==> config.mk <==
export PLATFORM = sky130hd
export DESIGN_NAME = lcd_spi_decoder
export DESIGN_NICKNAME = d
export VERILOG_FILES = /design/src/rtl/lcd_spi_decoder_pkg.sv /design/src/rtl/lcd_spi_decoder_in_sync.sv /design/src/rtl/lcd_spi_decoder.sv
export SDC_FILE = /design/constraint.sdc
export NUM_CORES = 1
export LEC_CHECK = 0
export CAP_MARGIN = 10
export CORE_ASPECT_RATIO = 0.8
export CORE_MARGIN = 3
export CORE_UTILIZATION = 45
export CTS_BUF_LIST = sky130_fd_sc_hd__clkbuf_4 sky130_fd_sc_hd__clkbuf_8
export CTS_CLUSTER_DIAMETER = 100
export DETAILED_ROUTE_END_ITERATION = 10
export GPL_ROUTABILITY_DRIVEN = 0
export PLACE_DENSITY = 0.68
export SLEW_MARGIN = 0
export SYNTH_ARGS = -nofsm -noshare
export SYNTH_HDL_FRONTEND = slang
export SYNTH_SLANG_ARGS = --single-unit
==> constraint.sdc <==
create_clock -name CLK -period 2.2 [get_ports CLK]
set_input_delay 0.33 -clock CLK [delete_from_list [all_inputs] [get_ports CLK]]
set_output_delay 0.33 -clock CLK [all_outputs]
set_load 0.02 [all_outputs]
==> src/rtl/lcd_spi_decoder_pkg.sv <==
// lcd_spi_pkg: shared types, LCD command opcodes and default widths for the
// LCD serial-bus decoder.
package lcd_spi_pkg;

    typedef enum logic {
        IDLE  = 1'b0,
        SHIFT = 1'b1
    } state_t;

    typedef struct packed {
        logic [7:0] data;
        logic       dc;
    } byte_rec_t;

    localparam logic [7:0] CMD_NOP     = 8'h00;
    localparam logic [7:0] CMD_INVON   = 8'h21;
    localparam logic [7:0] CMD_DISPON  = 8'h29;
    localparam logic [7:0] CMD_CASET   = 8'h2A;
    localparam logic [7:0] CMD_RASET   = 8'h2B;
    localparam logic [7:0] CMD_RAMWR   = 8'h2C;
    localparam logic [7:0] CMD_MADCTL  = 8'h36;
    localparam logic [7:0] CMD_COLMOD  = 8'h3A;
    localparam logic [7:0] CMD_FRMCTR1 = 8'hB1;

    localparam int PIDX_W_DEF = 14;
    localparam int ERRC_W_DEF = 8;

endpackage

==> src/rtl/lcd_spi_decoder_in_sync.sv <==
// lcd_spi_in_sync: bus input sampling and SCL rise detect; LCD_DEC_SYNC_EN
// inserts a 2-flop synchronizer ahead of the sampling stage.
module lcd_spi_in_sync (
    input  logic clk,
    input  logic rst_n,
    input  logic scl,
    input  logic cs,
    input  logic dc,
    input  logic mosi,
    output logic scl_rise,
    output logic cs_s,
    output logic dc_s,
    output logic mosi_s
);
    logic [3:0] smp_d, smp_q;
    logic       scl_prev_d, scl_prev_q;
`ifdef LCD_DEC_SYNC_EN
    logic [3:0] meta_d, meta_q, sync_d, sync_q;
    always_comb begin
        meta_d = {scl, cs, dc, mosi};
        sync_d = meta_q;
        smp_d  = sync_q;
    end
    always_ff @(posedge clk or negedge rst_n) begin
        if (!rst_n) begin
            meta_q <= '0;
            sync_q <= '0;
        end else begin
            meta_q <= meta_d;
            sync_q <= sync_d;
        end
    end
`else
    always_comb smp_d = {scl, cs, dc, mosi};
`endif
    always_comb scl_prev_d = smp_q[3];
    always_ff @(posedge clk or negedge rst_n) begin
        if (!rst_n) begin
            smp_q      <= '0;
            scl_prev_q <= 1'b0;
        end else begin
            smp_q      <= smp_d;
            scl_prev_q <= scl_prev_d;
        end
    end
    assign scl_rise               = smp_q[3] & ~scl_prev_q;
    assign {cs_s, dc_s, mosi_s}   = smp_q[2:0];
endmodule

==> src/rtl/lcd_spi_decoder.sv <==
// lcd_spi_decoder: passive LCD 4-wire serial bus decoder (bytes, DC tag,
// parameter index, frame errors). Define LCD_DEC_SYNC_EN for async inputs.
module lcd_spi_decoder
    import lcd_spi_pkg::*;
#(
    parameter int PIDX_W = PIDX_W_DEF,
    parameter int ERRC_W = ERRC_W_DEF
) (
    input  logic              CLK,
    input  logic              RST_N,
    input  logic              SCL,
    input  logic              MOSI,
    input  logic              CS,
    input  logic              DC,
    output logic [7:0]        BYTE_DATA,
    output logic              BYTE_DC,
    output logic              BYTE_VALID,
    output logic [PIDX_W-1:0] PARAM_IDX,
    output logic [7:0]        LAST_CMD,
    output logic              FRAME_ERR,
    output logic [ERRC_W-1:0] ERR_COUNT,
    output logic              BUSY
);
    logic scl_rise, cs_s, dc_s, mosi_s;

    lcd_spi_in_sync u_in_sync (
        .clk      (CLK),
        .rst_n    (RST_N),
        .scl      (SCL),
        .cs       (CS),
        .dc       (DC),
        .mosi     (MOSI),
        .scl_rise (scl_rise),
        .cs_s     (cs_s),
        .dc_s     (dc_s),
        .mosi_s   (mosi_s)
    );

    state_t            state_d, state_q;
    logic [2:0]        bit_cnt_d, bit_cnt_q;
    logic [7:0]        sr_d, sr_q;
    logic              done_d, done_q;
    byte_rec_t         done_rec_d, done_rec_q;
    logic              frame_err_d, frame_err_q;
    logic [ERRC_W-1:0] err_count_d, err_count_q;
    logic [7:0]        byte_data_d, byte_data_q;
    logic              byte_dc_d, byte_dc_q;
    logic              byte_valid_d, byte_valid_q;
    logic [PIDX_W-1:0] param_idx_d, param_idx_q;
    logic [PIDX_W-1:0] pcnt_d, pcnt_q;
    logic [7:0]        last_cmd_d, last_cmd_q;
    logic              busy_d, busy_q;

    always_comb begin
        state_d     = state_q;
        bit_cnt_d   = bit_cnt_q;
        sr_d        = sr_q;
        done_d      = 1'b0;
        done_rec_d  = done_rec_q;
        frame_err_d = 1'b0;
        err_count_d = err_count_q;
        if (state_q == IDLE) begin
            bit_cnt_d = '0;
            state_d   = cs_s ? IDLE : SHIFT;
        end else begin
            if (scl_rise) begin
                sr_d      = {sr_q[6:0], mosi_s};
                bit_cnt_d = bit_cnt_q + 3'd1;
                done_d    = (bit_cnt_q == 3'd7);
                if (done_d) begin
                    done_rec_d.data = sr_d;
                    done_rec_d.dc   = dc_s;
                end
            end
            // The frame check sees the bit count after any same-sample rise.
            if (cs_s) begin
                state_d     = IDLE;
                frame_err_d = (bit_cnt_d != 3'd0);
                if (frame_err_d && !(&err_count_q))
                    err_count_d = err_count_q + ERRC_W'(1);
                bit_cnt_d   = '0;
            end
        end
    end

    always_comb begin
        byte_valid_d = done_q;
        byte_data_d  = done_q ? done_rec_q.data : byte_data_q;
        byte_dc_d    = done_q ? done_rec_q.dc : byte_dc_q;
        param_idx_d  = !done_q ? param_idx_q : (done_rec_q.dc ? pcnt_q : '0);
        last_cmd_d   = (done_q && !done_rec_q.dc) ? done_rec_q.data : last_cmd_q;
        pcnt_d       = !done_q ? pcnt_q :
                       !done_rec_q.dc ? '0 :
                       (&pcnt_q) ? pcnt_q : pcnt_q + PIDX_W'(1);
        busy_d       = ~cs_s;
    end

    always_ff @(posedge CLK or negedge RST_N) begin
        if (!RST_N) begin
            state_q      <= IDLE;
            bit_cnt_q    <= '0;
            sr_q         <= '0;
            done_q       <= 1'b0;
            done_rec_q   <= '0;
            frame_err_q  <= 1'b0;
            err_count_q  <= '0;
            byte_data_q  <= '0;
            byte_dc_q    <= 1'b0;
            byte_valid_q <= 1'b0;
            param_idx_q  <= '0;
            pcnt_q       <= '0;
            last_cmd_q   <= '0;
            busy_q       <= 1'b0;
        end else begin
            state_q      <= state_d;
            bit_cnt_q    <= bit_cnt_d;
            sr_q         <= sr_d;
            done_q       <= done_d;
            done_rec_q   <= done_rec_d;
            frame_err_q  <= frame_err_d;
            err_count_q  <= err_count_d;
            byte_data_q  <= byte_data_d;
            byte_dc_q    <= byte_dc_d;
            byte_valid_q <= byte_valid_d;
            param_idx_q  <= param_idx_d;
            pcnt_q       <= pcnt_d;
            last_cmd_q   <= last_cmd_d;
            busy_q       <= busy_d;
        end
    end

    assign BYTE_DATA  = byte_data_q;
    assign BYTE_DC    = byte_dc_q;
    assign BYTE_VALID = byte_valid_q;
    assign PARAM_IDX  = param_idx_q;
    assign LAST_CMD   = last_cmd_q;
    assign FRAME_ERR  = frame_err_q;
    assign ERR_COUNT  = err_count_q;
    assign BUSY       = busy_q;
endmodule

==> results.cfg, run 1 <==
[synthesis]
synth_ff_type = dfrtp_1
synth_top_cell_area_share_pct = 60.2
syn_inst = 286
synth_top_area_cell = dfrtp_1
seq_area_frac_synth_pct = 60.2
synth.avg_cell_area_sq_um = 11.8
yosys-top-cells-count = dfrtp_1, mux2_2, o21ai_0
async_flop_share_pct = 100
synth.most_common_cell = dfrtp_1
ys_seq_elements = 81
syn_nets = 296
synth_area_leaders = dfrtp_1, mux2_2, o21ai_0, nand3_1, inv_1
syn_area_sq_um = 3360
synth_edf_count = 0
yosys_warnings = 0
yosysUniqueCellTypes = 37

[timing]
fin_crit_sh_pct = 88.0
setup_slack_ps = 265
setup-violations-final = 0
relSlewSlack_pct = 57.8
hold_viol_final = 1
skew_ps = 8.13
fin_tns_setup_ps = 0
fmax_mhz = 517
rsz0062_at_grt = false
hold_ws_ps = -1.33
drv_slew = 0
tightest_slew_ps = 633
period_minus_slack_ps = 1940

[placed_design]
post_dp_cell_area_sq_um = 3960
hpwl_mm = 4.53
port_buffers = 47
dp_cells = 417
post-place-ws_ps = 283

[layout]
stdcell_count = 433
multi_input_area_sq_um = 1210
fillers = 603
design_area_sq_um = 4190
diodes = 0
nNetsFinal = 351
seqCellArea_sq_um = 2030
drive_gt1_share_pct = 19.1
areaGrowthSynthToFinish_pct = 24.5

[drt]
wl_mm = 6.67
dr.pass1.iters = 4
vias = 2323
wire_per_inst_um = 15.4
drtIter0Drc = 128
vias_per_cell = 5.36
drtAntennaViolNets = 0
drcViolationCount = 0

[worst_setup_path]
worst_setup_path_end_kind = flip-flop
cp_num_buf_inv = 0
arrival_ps = 2170
worstSetupStartpointType = flip-flop
crit_family = adder cells
path_cells = ha_1 -> ha_1 -> nor2_1 -> a21oi_1 -> or2_1 -> nand3_1 -> mux2_2
slowest_stage = dfrtp_1
slowest_delay_ps = 420
cp_data_required_time_ps = 2430
cp_common_cell = ha_1
path_class = reg -> reg
critPathMaxFanout = 4

[run]
max_cap_viol_count = 0

[global_route]
overflow = 0
grt_max_degree = 50
antenna_found_initial = 0
grt_pass1_vias = 2352
grt_pass1_wl_mm = 11.6
grtUsageTotal_pct = 17.3

[cts]
path_clk_slew_ps = 80
clock-root-buffer = clkbuf_8
cts_buffers = 9
cts_setup_buffers = 0
clock_path_buffers = 2
cts.sinks = 81
cts.repair.resized = 0
cts_max_level = 3
clk_latency_ps = 350
ctsHoldBuffers = 0
cts_tree = built

[floorplanning]
rows = 27
chipHeight_um = 83.3
core-area_sq_um = 7060
io_pins = 48
initial_core_util_pct = 47.7
die_w_um = 103
die-area_sq_um = 8560

[power]
p_leak_nw = 1.90
power_mw = 3.18
power_density_nw_per_um2 = 759
peakVddDrop_mv = 0.547

[status]
failed_checks = hold timing
status = complete, but fails checks

[min_path]
worst_hold_path_type = in -> async
[kinds of logic (layout without fill, tap and decap cells)]
kind of cell               count (synthesis)  after routing  synth area share [%]
adders and majority gates                  4              4                  1.49
DFF                                       81             81                  60.2
buffers and inverters                     31             91                  3.90
and+or+nand+nor                           73             73                  11.1
muxes                                     36             36                  12.0
xor gates and xnor gates                   6              6                  1.56
AOI/OAI and AO/OA                         55             55                  9.74
[cell usage in the layout, fill, tap and decap left out, types with 2 or more instances in the layout]
cell             instances
a21oi_1                  9
clkbuf_8                10
xor2_1                   4
clkbuf_4                 2
nor3_1                   3
buf_4                    9
ha_1                     4
o31ai_1                  2
nand3_1                 21
mux2i_1                  2
clkdlybuf4s50_1         46
a31oi_1                  6
nand4_1                  4
and3_1                   2
mux2_2                  34
nand2_1                 17
nor2_1                  15
xnor2_1                  2
o21ai_0                 31
bufinv_16                2
nor2b_1                  3
dfrtp_1                 81
inv_1                   19
[registers in the layout, summed over array words and instances, names as in the netlist, 3 cells and up]
signal	cells
PARAM_IDX	14
pcnt_q	14
done_rec_q	9
BYTE_DATA	8
ERR_COUNT	8
LAST_CMD	8
sr_q	7
u_in_sync.smp_q	4
bit_cnt_q	3
[power breakdown]
group | switching (mW) | total [mW] | leakage, nW | internal [mW]
clock network | 0.514 | 1.21 | 0.114 | 0.698
registers | 0.0901 | 1.67 | 1.10 | 1.58
logic | 0.141 | 0.293 | 0.689 | 0.152
[final cells by class]
cell class | count | area share, %
flip-flops and latches | 81 | 48.4
clock buffers | 12 | 3.64
clock inverters | 4 | 1.82
repair buffers | 56 | 13.1
inverters | 19 | 1.70
well taps | 87 | 2.60
multi-input cells | 174 | 28.8
[routing by layer]
metal	share of wire (%)	track usage [%]	wire length, um	up-vias
met3	5.8	6.38	387	6
met5	0	0	0	-
li1	-	-	-	1111
met4	0.75	4.17	50	0
met1	49	25.5	3260	1145
met2	45	24.2	2970	61
[metrics by stage]
| stage | hold slack [ps] | util [%] |
|---|---|---|
| floorplan | 34.4 | - |
| detailed placement | 361 | 56.1 |
| global route | 43.8 | 59.3 |
| global placement | 356 | 56.1 |
| CTS | 11.1 | 59.3 |
| finish | -1.33 | 59.3 |
[worst paths after layout]
check / startpoint / end / slack, ps / depth (start not counted)
max: bit_cnt_q[0] / ERR_COUNT[6] / 260 / 7
min: RST_N / PARAM_IDX[6] / -1 / 1
max reg2reg: bit_cnt_q[0] / ERR_COUNT[6] / 260 / 7
min reg2reg: u_in_sync.smp_q[3] / u_in_sync.scl_prev_q / 380 / 0
max in group asynchronous: RST_N / sr_q[2] / 1590 / 2
min in group CLK: u_in_sync.smp_q[3] / u_in_sync.scl_prev_q / 380 / 0
Note: power is estimated with default switching activity, not from simulation.
==> run 2, diff against run 1 <==
Settings changed: GPL_ROUTABILITY_DRIVEN 0 to 1, GPL_TIMING_DRIVEN from default to 0.
Clock period 2.2 ns to 1.91 ns, I/O delays scaled along.
==> run 2 against run 1 <==
Net effect:
- the flow now finishes without violations
- clock skew up 2.1 ps
- sequential share of layout area down 0.67 points
- via count up 3.3%
- clock power about the same
- first-iteration DRC count down 16%
- combinational power up 19%
- hold slack better by 350 ps
- total power up 9.7%
- die area unchanged
- critical endpoint unchanged
- highest routed layer unchanged
==> results.cfg, run 2 (synthesized netlist as in run 1, its figures left out) <==
[worst_setup_path]
slowest_delay_ps = 400
critPathMaxFanout = 3
r2r_setup_slack_ps = 90
worstSetupStartpointType = flip-flop
crit_family = adder cells
r2r-end = ERR_COUNT[6]
reg2reg_depth = 7
path_cells = ha_1 -> ha_4 -> nor2_2 -> a21oi_2 -> or2_1 -> nand3_1 -> mux2_2
path_class = reg -> reg
cp_data_required_time_ps = 2160
arrival_ps = 2070
cp_num_buf_inv = 0
slowest_stage = dfrtp_1
worst_setup_path_end_kind = flip-flop
worst_r2r_startpoint = bit_cnt_q[0]

[drt]
dr.pass1.iters = 4
wl_mm = 6.94
vias_per_cell = 5.43
vias = 2399
drtAntennaViolNets = 0
drcViolationCount = 0
wire_per_inst_um = 15.7
drtIter0Drc = 108

[layout]
final_common_cell = dfrtp_1
fillers = 598
final_core_util_pct = 60.2
final_cell_mix = dfrtp_1, clkdlybuf4s50_1, mux2_2
nNetsFinal = 360
areaGrowthSynthToFinish_pct = 26.4
diodes = 0
drive_gt1_share_pct = 20.3
design_area_sq_um = 4250

[timing]
period_minus_slack_ps = 1820
relSlewSlack_pct = 54.9
setup-violations-final = 0
hold_viol_final = 0
fmax_mhz = 551
tightest_slew_ps = 677
skew_ps = 10.2
fin_crit_sh_pct = 95.0
drv_slew = 0

[floorplanning]
die_w_um = 103
core-area_sq_um = 7060
initial_core_util_pct = 47.7
die-area_sq_um = 8560
io_pins = 48
rows = 27
chipHeight_um = 83.3

[global_route]
grt_pass1_wl_mm = 11.8
grtUsageTotal_pct = 17.7
overflow = 0
grt_pass1_vias = 2397
grt_max_degree = 51
antenna_found_initial = 0

[placed_design]
gp_congestion = 0.810
port_buffers = 47
hpwl_mm = 4.59
post_dp_cell_area_sq_um = 3970

[min_path]
min_to = u_in_sync.smp_q[3]
worst_hold_path_type = in -> reg
worstHoldPathCells = 1
min_from = SCL

[power]
p_leak_nw = 1.91
power_mw = 3.49
peakVddDrop_mv = 0.579
power_density_nw_per_um2 = 820

[cts]
clk_latency_ps = 360
cts_max_level = 3
cts.sinks = 81
cts_buffers = 9
clock-root-buffer = clkbuf_8
clock_path_buffers = 2
cts_tree = built
path_clk_slew_ps = 100

[run]
max_cap_viol_count = 0

[status]
status = finished clean
run 2: changes by cell type in the layout (fill, tap and decap cells not counted), moves of 2 or more:
cell,previous run,this run
buf_2,0,3
buf_4,9,6
bufinv_16,2,0
clkbuf_1,0,7
clkbuf_4,2,0
ha_1,4,2
inv_6,0,4
run 2: where the power goes:
group	internal, mW	switching, mW	total (mW)	leakage, nW
combinational	0.185	0.164	0.348	0.709
sequential	1.82	0.0958	1.92	1.10
clock	0.513	0.705	1.22	0.0999
run 2: worst max-delay path by stage:
| stage | startpoint | endpoint | slack [ps] | cells after the start |
|---|---|---|---|---|
| after CTS | pcnt_q[0] | pcnt_q[11] | 20 | 6 |
| final | bit_cnt_q[0] | ERR_COUNT[6] | 90 | 7 |
| after global placement | RST_N | LAST_CMD[0] | -2300 | 1 |
| after detailed placement | bit_cnt_q[0] | ERR_COUNT[6] | 0.7 | 7 |
| after floorplan | bit_cnt_q[0] | ERR_COUNT[6] | 100 | 7 |
| after global routing | pcnt_q[1] | pcnt_q[12] | -3 | 6 |
run 2: per-layer routing:
layer / up-vias / global-route usage (%) / share of wire [%]
met4: 0 / 5.24 / 1.4
met2: 57 / 23.9 / 44
met5: - / 0 / 0
li1: 1133 / - / -
met3: 12 / 6.38 / 5.1
met1: 1197 / 26.5 / 50
run 2: stage by stage:
step / std cells / worst slack, ps / setup TNS [ps] / hold WS (ps)
3_3_place_gp: 420 / -2300 / -185580 / 355
6_report: 442 / 94.6 / 0 / 353
5_1_grt: 442 / -2.95 / -2.95 / 330
4_1_cts: 439 / 24.8 / 0 / 340
3_5_place_dp: 421 / 0.693 / 0 / 259
2_1_floorplan: 286 / 105 / 0 / -9.09
run 2: timing repair:
item | 4_1_cts | 5_1_grt
pin swaps | 0 | 3
buffers inserted | 1 | 3
resized for setup | 0 | 8
endpoints found under the setup margin | 1 | 17
hold buffers | 1 | 0
hold endpoints to repair | 31 | 0
run 2: area by class of cell:
cell class / count / area (sq um) / area share (%)
sequential: 81 / 2030 / 47.7
buffer: 12 / 60.1 / 1.41
inverter: 19 / 71.3 / 1.68
tap: 87 / 109 / 2.56
timing repair buffer: 53 / 536 / 12.6
multi-input combinational: 174 / 1250 / 29.5
clock buffer: 9 / 124 / 2.91
clock inverter: 7 / 71.3 / 1.68
